<file path="src/rtl/rf_dump_ctrl_pkg.sv">
// Shared definitions for the register-file dump controller: FSM state encoding
// and default geometry of the register file being walked.
package rf_dump_ctrl_pkg;

   localparam int NUM_REGS_DEF = 4;
   localparam int ADDR_W_DEF   = 2;
   localparam int DATA_W_DEF   = 8;

   typedef enum logic [2:0] {
      ST_IDLE  = 3'd0,
      ST_FETCH = 3'd1,
      ST_SEND  = 3'd2,
      ST_CSUM  = 3'd3,
      ST_FIN   = 3'd4
   } state_e;

endpackage

</file>
<file path="src/rtl/rf_dump_ctrl_if.sv">
// Bundle of the dump request, register-file read port and byte-stream
// handshake signals; master is the controller, slave is its environment.
interface rf_dump_ctrl_if
   import rf_dump_ctrl_pkg::*;
#(
   parameter int ADDR_W = ADDR_W_DEF,
   parameter int DATA_W = DATA_W_DEF
);

   logic              START;
   logic [ADDR_W-1:0] N1;
   logic [DATA_W-1:0] Q1;
   logic [DATA_W-1:0] OUT_DATA;
   logic              OUT_VALID;
   logic              OUT_READY;
   logic              BUSY;
   logic              DONE;

   modport master (
      input  START, Q1, OUT_READY,
      output N1, OUT_DATA, OUT_VALID, BUSY, DONE
   );

   modport slave (
      output START, Q1, OUT_READY,
      input  N1, OUT_DATA, OUT_VALID, BUSY, DONE
   );

endinterface

</file>
<file path="src/rtl/rf_dump_xsum.sv">
// Running XOR accumulator over the bytes of one dump; clear wins over enable.
// Only instantiated when RF_DUMP_CHECKSUM_EN is defined.
module rf_dump_xsum #(
   parameter int DATA_W = 8
) (
   input  logic              clk_i,
   input  logic              rst_i,
   input  logic              clr_i,
   input  logic              en_i,
   input  logic [DATA_W-1:0] data_i,
   output logic [DATA_W-1:0] sum_o
);

   logic [DATA_W-1:0] sum_d;
   logic [DATA_W-1:0] sum_q;

   // next accumulator value
   always_comb begin
      sum_d = sum_q;
      if (clr_i) begin
         sum_d = {DATA_W{1'b0}};
      end else if (en_i) begin
         sum_d = sum_q ^ data_i;
      end else begin
         sum_d = sum_q;
      end
   end

   // accumulator register
   always_ff @(posedge clk_i) begin
      if (rst_i) begin
         sum_q <= {DATA_W{1'b0}};
      end else begin
         sum_q <= sum_d;
      end
   end

   assign sum_o = sum_q;

endmodule

</file>
<file path="src/rtl/rf_dump_ctrl.sv">
// Walks NUM_REGS register-file entries and streams them out under a
// valid/ready handshake. Define RF_DUMP_CHECKSUM_EN to append an XOR checksum byte.
module rf_dump_ctrl
   import rf_dump_ctrl_pkg::*;
#(
   parameter int NUM_REGS = NUM_REGS_DEF,
   parameter int ADDR_W   = ADDR_W_DEF,
   parameter int DATA_W   = DATA_W_DEF
) (
   input  logic           CLK,
   input  logic           RESET,
   rf_dump_ctrl_if.master bus
);

   localparam logic [ADDR_W-1:0] LAST_IDX = ADDR_W'(NUM_REGS - 1);

   state_e            state_q;
   logic [ADDR_W-1:0] index_q;
   logic [DATA_W-1:0] out_data_q;
   logic              out_valid_q;
   logic              busy_q;
   logic              done_q;
   logic              hs_s;

   assign hs_s = out_valid_q && bus.OUT_READY;

`ifdef RF_DUMP_CHECKSUM_EN
   logic [DATA_W-1:0] xsum_s;
   logic              xsum_clr_s;
   logic              xsum_en_s;

   assign xsum_clr_s = ((state_q == ST_IDLE) || (state_q == ST_FIN)) && bus.START;
   assign xsum_en_s  = (state_q == ST_SEND) && hs_s;

   rf_dump_xsum #(.DATA_W(DATA_W)) u_xsum (
      .clk_i  (CLK),
      .rst_i  (RESET),
      .clr_i  (xsum_clr_s),
      .en_i   (xsum_en_s),
      .data_i (out_data_q),
      .sum_o  (xsum_s)
   );
`endif

   // dump sequencer with registered outputs
   always_ff @(posedge CLK) begin
      if (RESET) begin
         state_q     <= ST_IDLE;
         index_q     <= {ADDR_W{1'b0}};
         out_data_q  <= {DATA_W{1'b0}};
         out_valid_q <= 1'b0;
         busy_q      <= 1'b0;
         done_q      <= 1'b0;
      end else begin
         done_q <= 1'b0;
         case (state_q)
            // FIN accepts a held START directly so back-to-back dumps lose no cycle
            ST_IDLE, ST_FIN: begin
               index_q     <= {ADDR_W{1'b0}};
               out_valid_q <= 1'b0;
               if (bus.START) begin
                  state_q <= ST_FETCH;
                  busy_q  <= 1'b1;
               end else begin
                  state_q <= ST_IDLE;
                  busy_q  <= 1'b0;
               end
            end
            ST_FETCH: begin
               out_data_q  <= bus.Q1;
               out_valid_q <= 1'b1;
               state_q     <= ST_SEND;
            end
            ST_SEND: begin
               if (hs_s) begin
                  if (index_q != LAST_IDX) begin
                     index_q     <= index_q + ADDR_W'(1'b1);
                     out_valid_q <= 1'b0;
                     state_q     <= ST_FETCH;
                  end else begin
`ifdef RF_DUMP_CHECKSUM_EN
                     // accumulator has not yet absorbed the byte just accepted
                     out_data_q <= xsum_s ^ out_data_q;
                     state_q    <= ST_CSUM;
`else
                     out_valid_q <= 1'b0;
                     busy_q      <= 1'b0;
                     done_q      <= 1'b1;
                     state_q     <= ST_FIN;
`endif
                  end
               end else begin
                  state_q <= ST_SEND;
               end
            end
`ifdef RF_DUMP_CHECKSUM_EN
            ST_CSUM: begin
               if (hs_s) begin
                  out_valid_q <= 1'b0;
                  busy_q      <= 1'b0;
                  done_q      <= 1'b1;
                  state_q     <= ST_FIN;
               end else begin
                  state_q <= ST_CSUM;
               end
            end
`endif
            default: begin
               state_q     <= ST_IDLE;
               index_q     <= {ADDR_W{1'b0}};
               out_valid_q <= 1'b0;
               busy_q      <= 1'b0;
            end
         endcase
      end
   end

   assign bus.N1        = index_q;
   assign bus.OUT_DATA  = out_data_q;
   assign bus.OUT_VALID = out_valid_q;
   assign bus.BUSY      = busy_q;
   assign bus.DONE      = done_q;

endmodule

</file>
<file path="src/flat_wrapper.sv">
// flat-port wrapper written by rule: the top's interface ports become plain ports
module rf_dump_ctrl_flat import rf_dump_ctrl_pkg::*;
#(
   parameter int NUM_REGS = NUM_REGS_DEF,
   parameter int ADDR_W   = ADDR_W_DEF,
   parameter int DATA_W   = DATA_W_DEF
)
  (CLK, RESET, bus_START, bus_Q1, bus_OUT_READY, bus_N1, bus_OUT_DATA, bus_OUT_VALID, bus_BUSY, bus_DONE);
  rf_dump_ctrl_if #(.ADDR_W(ADDR_W), .DATA_W(DATA_W)) bus_i ();
  input  logic CLK;
  input  logic RESET;
  input wire logic [$bits(bus_i.START)-1:0] bus_START;
  input wire logic [$bits(bus_i.Q1)-1:0] bus_Q1;
  input wire logic [$bits(bus_i.OUT_READY)-1:0] bus_OUT_READY;
  output wire logic [$bits(bus_i.N1)-1:0] bus_N1;
  output wire logic [$bits(bus_i.OUT_DATA)-1:0] bus_OUT_DATA;
  output wire logic [$bits(bus_i.OUT_VALID)-1:0] bus_OUT_VALID;
  output wire logic [$bits(bus_i.BUSY)-1:0] bus_BUSY;
  output wire logic [$bits(bus_i.DONE)-1:0] bus_DONE;
  assign bus_i.START = bus_START;
  assign bus_i.Q1 = bus_Q1;
  assign bus_i.OUT_READY = bus_OUT_READY;
  assign bus_N1 = bus_i.N1;
  assign bus_OUT_DATA = bus_i.OUT_DATA;
  assign bus_OUT_VALID = bus_i.OUT_VALID;
  assign bus_BUSY = bus_i.BUSY;
  assign bus_DONE = bus_i.DONE;
  rf_dump_ctrl #(.NUM_REGS(NUM_REGS), .ADDR_W(ADDR_W), .DATA_W(DATA_W)) u_core (.CLK(CLK), .RESET(RESET), .bus(bus_i));
endmodule
</file>
<file path="config.mk">
export PLATFORM = sky130hd
export DESIGN_NAME = rf_dump_ctrl_flat
export DESIGN_NICKNAME = d
export VERILOG_FILES = /design/src/rtl/rf_dump_ctrl_pkg.sv /design/src/rtl/rf_dump_ctrl_if.sv /design/src/rtl/rf_dump_xsum.sv /design/src/rtl/rf_dump_ctrl.sv /design/src/flat_wrapper.sv
export SDC_FILE = /design/constraint.sdc
export NUM_CORES = 1
export LEC_CHECK = 0
export CORE_MARGIN = 2
export CORE_UTILIZATION = 44
export CTS_CLUSTER_SIZE = 8
export DETAILED_ROUTE_END_ITERATION = 10
export PLACE_DENSITY = 0.8
export SYNTH_ARGS = -nofsm -noshare
export SYNTH_HDL_FRONTEND = slang
export SYNTH_SLANG_ARGS = --single-unit
</file>
<file path="constraint.sdc">
create_clock -name CLK -period 4.1 [get_ports CLK]
set_clock_uncertainty 0.15 [all_clocks]
set_input_delay 0.82 -clock CLK [delete_from_list [all_inputs] [get_ports CLK]]
set_output_delay 0.82 -clock CLK [all_outputs]
set_load 0.01 [all_outputs]
</file>
==> summary.md <==
| Metric | Value |
|---|---|
| Status | finished, final reports clean |
| Synth Area in XOR/XNOR | 0% |
| Avg Vias per Cell | between 5 and 6 |
| Cells after DPL | 101 |
| Hold Crit Class | flip-flop to flip-flop |
| Crit path DAT | about 1300 ps |
| Post-CTS Setup Inserts | 0 |
| Resized cells post-CTS | 0 |
| First-pass DRT Iterations | 4 |
| Routability congestion estimate | roughly 0.75 |
| Initial core utilization | between 40% and 50% |
| Max incr delay on CP | roughly 570 ps |
| Worst hold path stage count | 2 |
| Syn_nets | 76 |
| Layout cell share with drive strength beyond 1 | 6.67% |
| Slew margin rel. | between 60% and 70% |
| Tmin final | around 2200 ps |
| Top cells by area, synth | dfxtp_1 49%, mux2i_1 14%, nor2_1 5.8%, a2111oi_4 4.2%, a21boi_0 2.3% |
| Synth top area share | about half |
| Met3 Track Usage GR | between 2 and 3% |
| Synth cell types | 25 |
| CP endpoint kind | primary output |
| Rows | 13 |
| Syn. warnings | 0 |
| Initial antenna violation count | 0 |
| Chip Height | between 40 and 50 um |
| Worst-skew pair later-pin latency | about 280 ps |
| Slew at the pin closest to its max-slew limit | between 500 and 600 ps |
| Tcrit/Tclk final | 54.8% |
| Crit path max-delay family | buffers and inverters |
| Final WL | approximately 1300 um |
| Commonest register cell after synthesis | dfxtp_1 |
| Post-synthesis register bit count | 16 |
| Adder-cell share of the synthesized area | 1.92% |
| Crit path cell chain | clkdlybuf4s50_1 |
| Required @ worst endpoint | between 3000 and 4000 ps |
| Die ar. | ~0.0018 mm^2 |
| DRC | 0 |
| Drt first-iter violations | 6 |
| Static Leakage | 0.340 nW |
| Post-DP HPWL | just under 1000 um |
| Met2 usage | a little over a quarter |
| CP bufs+invs | 1 |
| Global-route wire length before repair | ~2300 um |
| Worst Reg-to-Reg Cells | 4 |
| Most used routing layer | met2 |
| VDD IR max | between 0.0002 and 0.00025 V |
| DR vias | between 500 and 600 |
| Maximum clock rate | between 400 and 500 MHz |
| Final net count | approximately 100 |
| Pwr Density | between 300 and 400 mW/mm^2 |
| Critical Path Stages | 1 |
| Mapped cell area | between 600 and 700 um^2 |
| Critical-path maximum fanout | 4 |
| Most frequent cell after synthesis | dfxtp_1 |
| CP Class | flip-flop to primary output |
| Clock slew at reported path FFs | approximately 90 ps |
| H-tree levels | 1 |
| Fillers | 106 |
| Vias in the first global route | ~520 |
| CTS max path bufs | 2 |
| Number of hold buffers added after cts | 0 |
| Hold WS | 354 ps |
| Gr ovfl total | 0 |
| Sequential element share of the synthesized area | just under 50% |
| Asr flop ratio synth | 0% |
| WL per Instance | 12.7 um |
| Met1 Track Usage GR | a little over a fifth |
| Post-synthesis mux area share | 13.8% |
| Final non-filler cell total | about 110 |
| Unrepaired setup endpoints after global routing | false |
| Sink Count | 16 |
| IO Port Bufs | 24 |
| Final-report hold violation count | 0 |
| TNS Setup | 0 ps |
| Synth Instances | 63 |
| Final setup fails | 0 |
| Setup crit start kind | flip-flop |
| Final Slew Violations | 0 |
| N_diodes | 0 |
| Root Buffer Master | clkbuf_4 |
| Simple-Gate Fraction of Synth Area | a little over a fifth |
| CTS Buf Count | 3 |
| Core footprint | approximately 0.0013 mm^2 |
| Largest net degree at the start of global routing | 16 |
| Area grow syn2layout | 44.8% |
| Synth Area in Compound Gates | a little under an eighth |
| Commonest cells post-synth | 16 x dfxtp_1, 10 x nor2_1, 9 x mux2i_1 |
| Post-synth top area cell | dfxtp_1 |
| # Max-Cap Violations | 0 |
| Syn Area/Cell | 10.3 um^2 |
| Worst path slowest cell | clkdlybuf4s50_1 |
| Ports | 25 |
| TritonCTS clock tree | yes |
| ANT nets after route | 0 |
| EDFF count, synth | 0 |
| Main combinational cell family by area after synthesis | simple AND/OR/NAND/NOR gates |
| Die width | ~42 um |
| Total GRT Usage | about 17% |
per-layer routing:
metal,up-vias,part of all wire (%)
met5,-,0
met4,0,1.4
met3,2,4.6
met2,17,48
met1,247,46
li1,278,-
cells in the final DEF (no fill, tap or decap), types with 2 or more instances in the layout:
cell type,count
a21boi_0,2
clkbuf_4,3
clkdlybuf4s50_1,24
dfxtp_1,16
mux2i_1,9
nand2_1,3
nand2b_1,2
nor2_1,10
nor3b_1,2
nor4_1,2
metrics by stage:
stage / cell area (um^2) / util (%) / setup slack (ps) / power [W]
after global routing: 942 / 70.6 / 1810 / 0.000332
after floorplan: 651 / - / 2340 / 0.000195
after global placement: 906 / 67.9 / 1810 / 0.000220
final: 942 / 70.6 / 1850 / 0.000320
after CTS: 942 / 70.6 / 1840 / 0.000322
after detailed placement: 906 / 67.9 / 1790 / 0.000221
where the power goes:
group | internal (W) | total, W | switching (W)
clock | 0.0000540 | 0.000103 | 0.0000486
sequential | 0.000162 | 0.000167 | 0.00000502
combinational | 0.0000298 | 0.0000501 | 0.0000203
total | 0.000246 | 0.000320 | 0.0000740
sequential cells by signal, summed over array words and instances, names as in the netlist:
| name | cells |
|---|---|
| u_core.state_q | 3 |
| u_core.bus.OUT_DATA | 8 |
| u_core.bus.BUSY | 1 |
| u_core.bus.N1 | 2 |
| u_core.bus.OUT_VALID | 1 |
| u_core.bus.DONE | 1 |
final timing paths:
kind                                              from                     end  slack [ps]
worst max-delay path                  u_core.bus.N1[0]               bus_N1[0]        1850
worst min-delay path            u_core.bus.OUT_DATA[1]  u_core.bus.OUT_DATA[1]         350
worst max register to register        u_core.bus.N1[0]        u_core.bus.N1[0]        2440
worst min register to register  u_core.bus.OUT_DATA[1]  u_core.bus.OUT_DATA[1]         350
cell families after synthesis:
logic type,count (synthesis)
AOI/OAI and AO/OA,8
adders and majority gates,1
buffers and inverters,3
muxes,9
and+or+nand+nor,26
DFF,16
final cells by class:
type,count,area [um^2],area share (%)
sequential,16,320,34.0
tap,15,18.8,1.99
timing repair buffer,25,248,26.3
multi-input combinational,44,315,33.5
clock buffer,4,36.3,3.85
inverter,1,3.75,0.398
No activity file was read; power rests on OpenSTA's default activity.
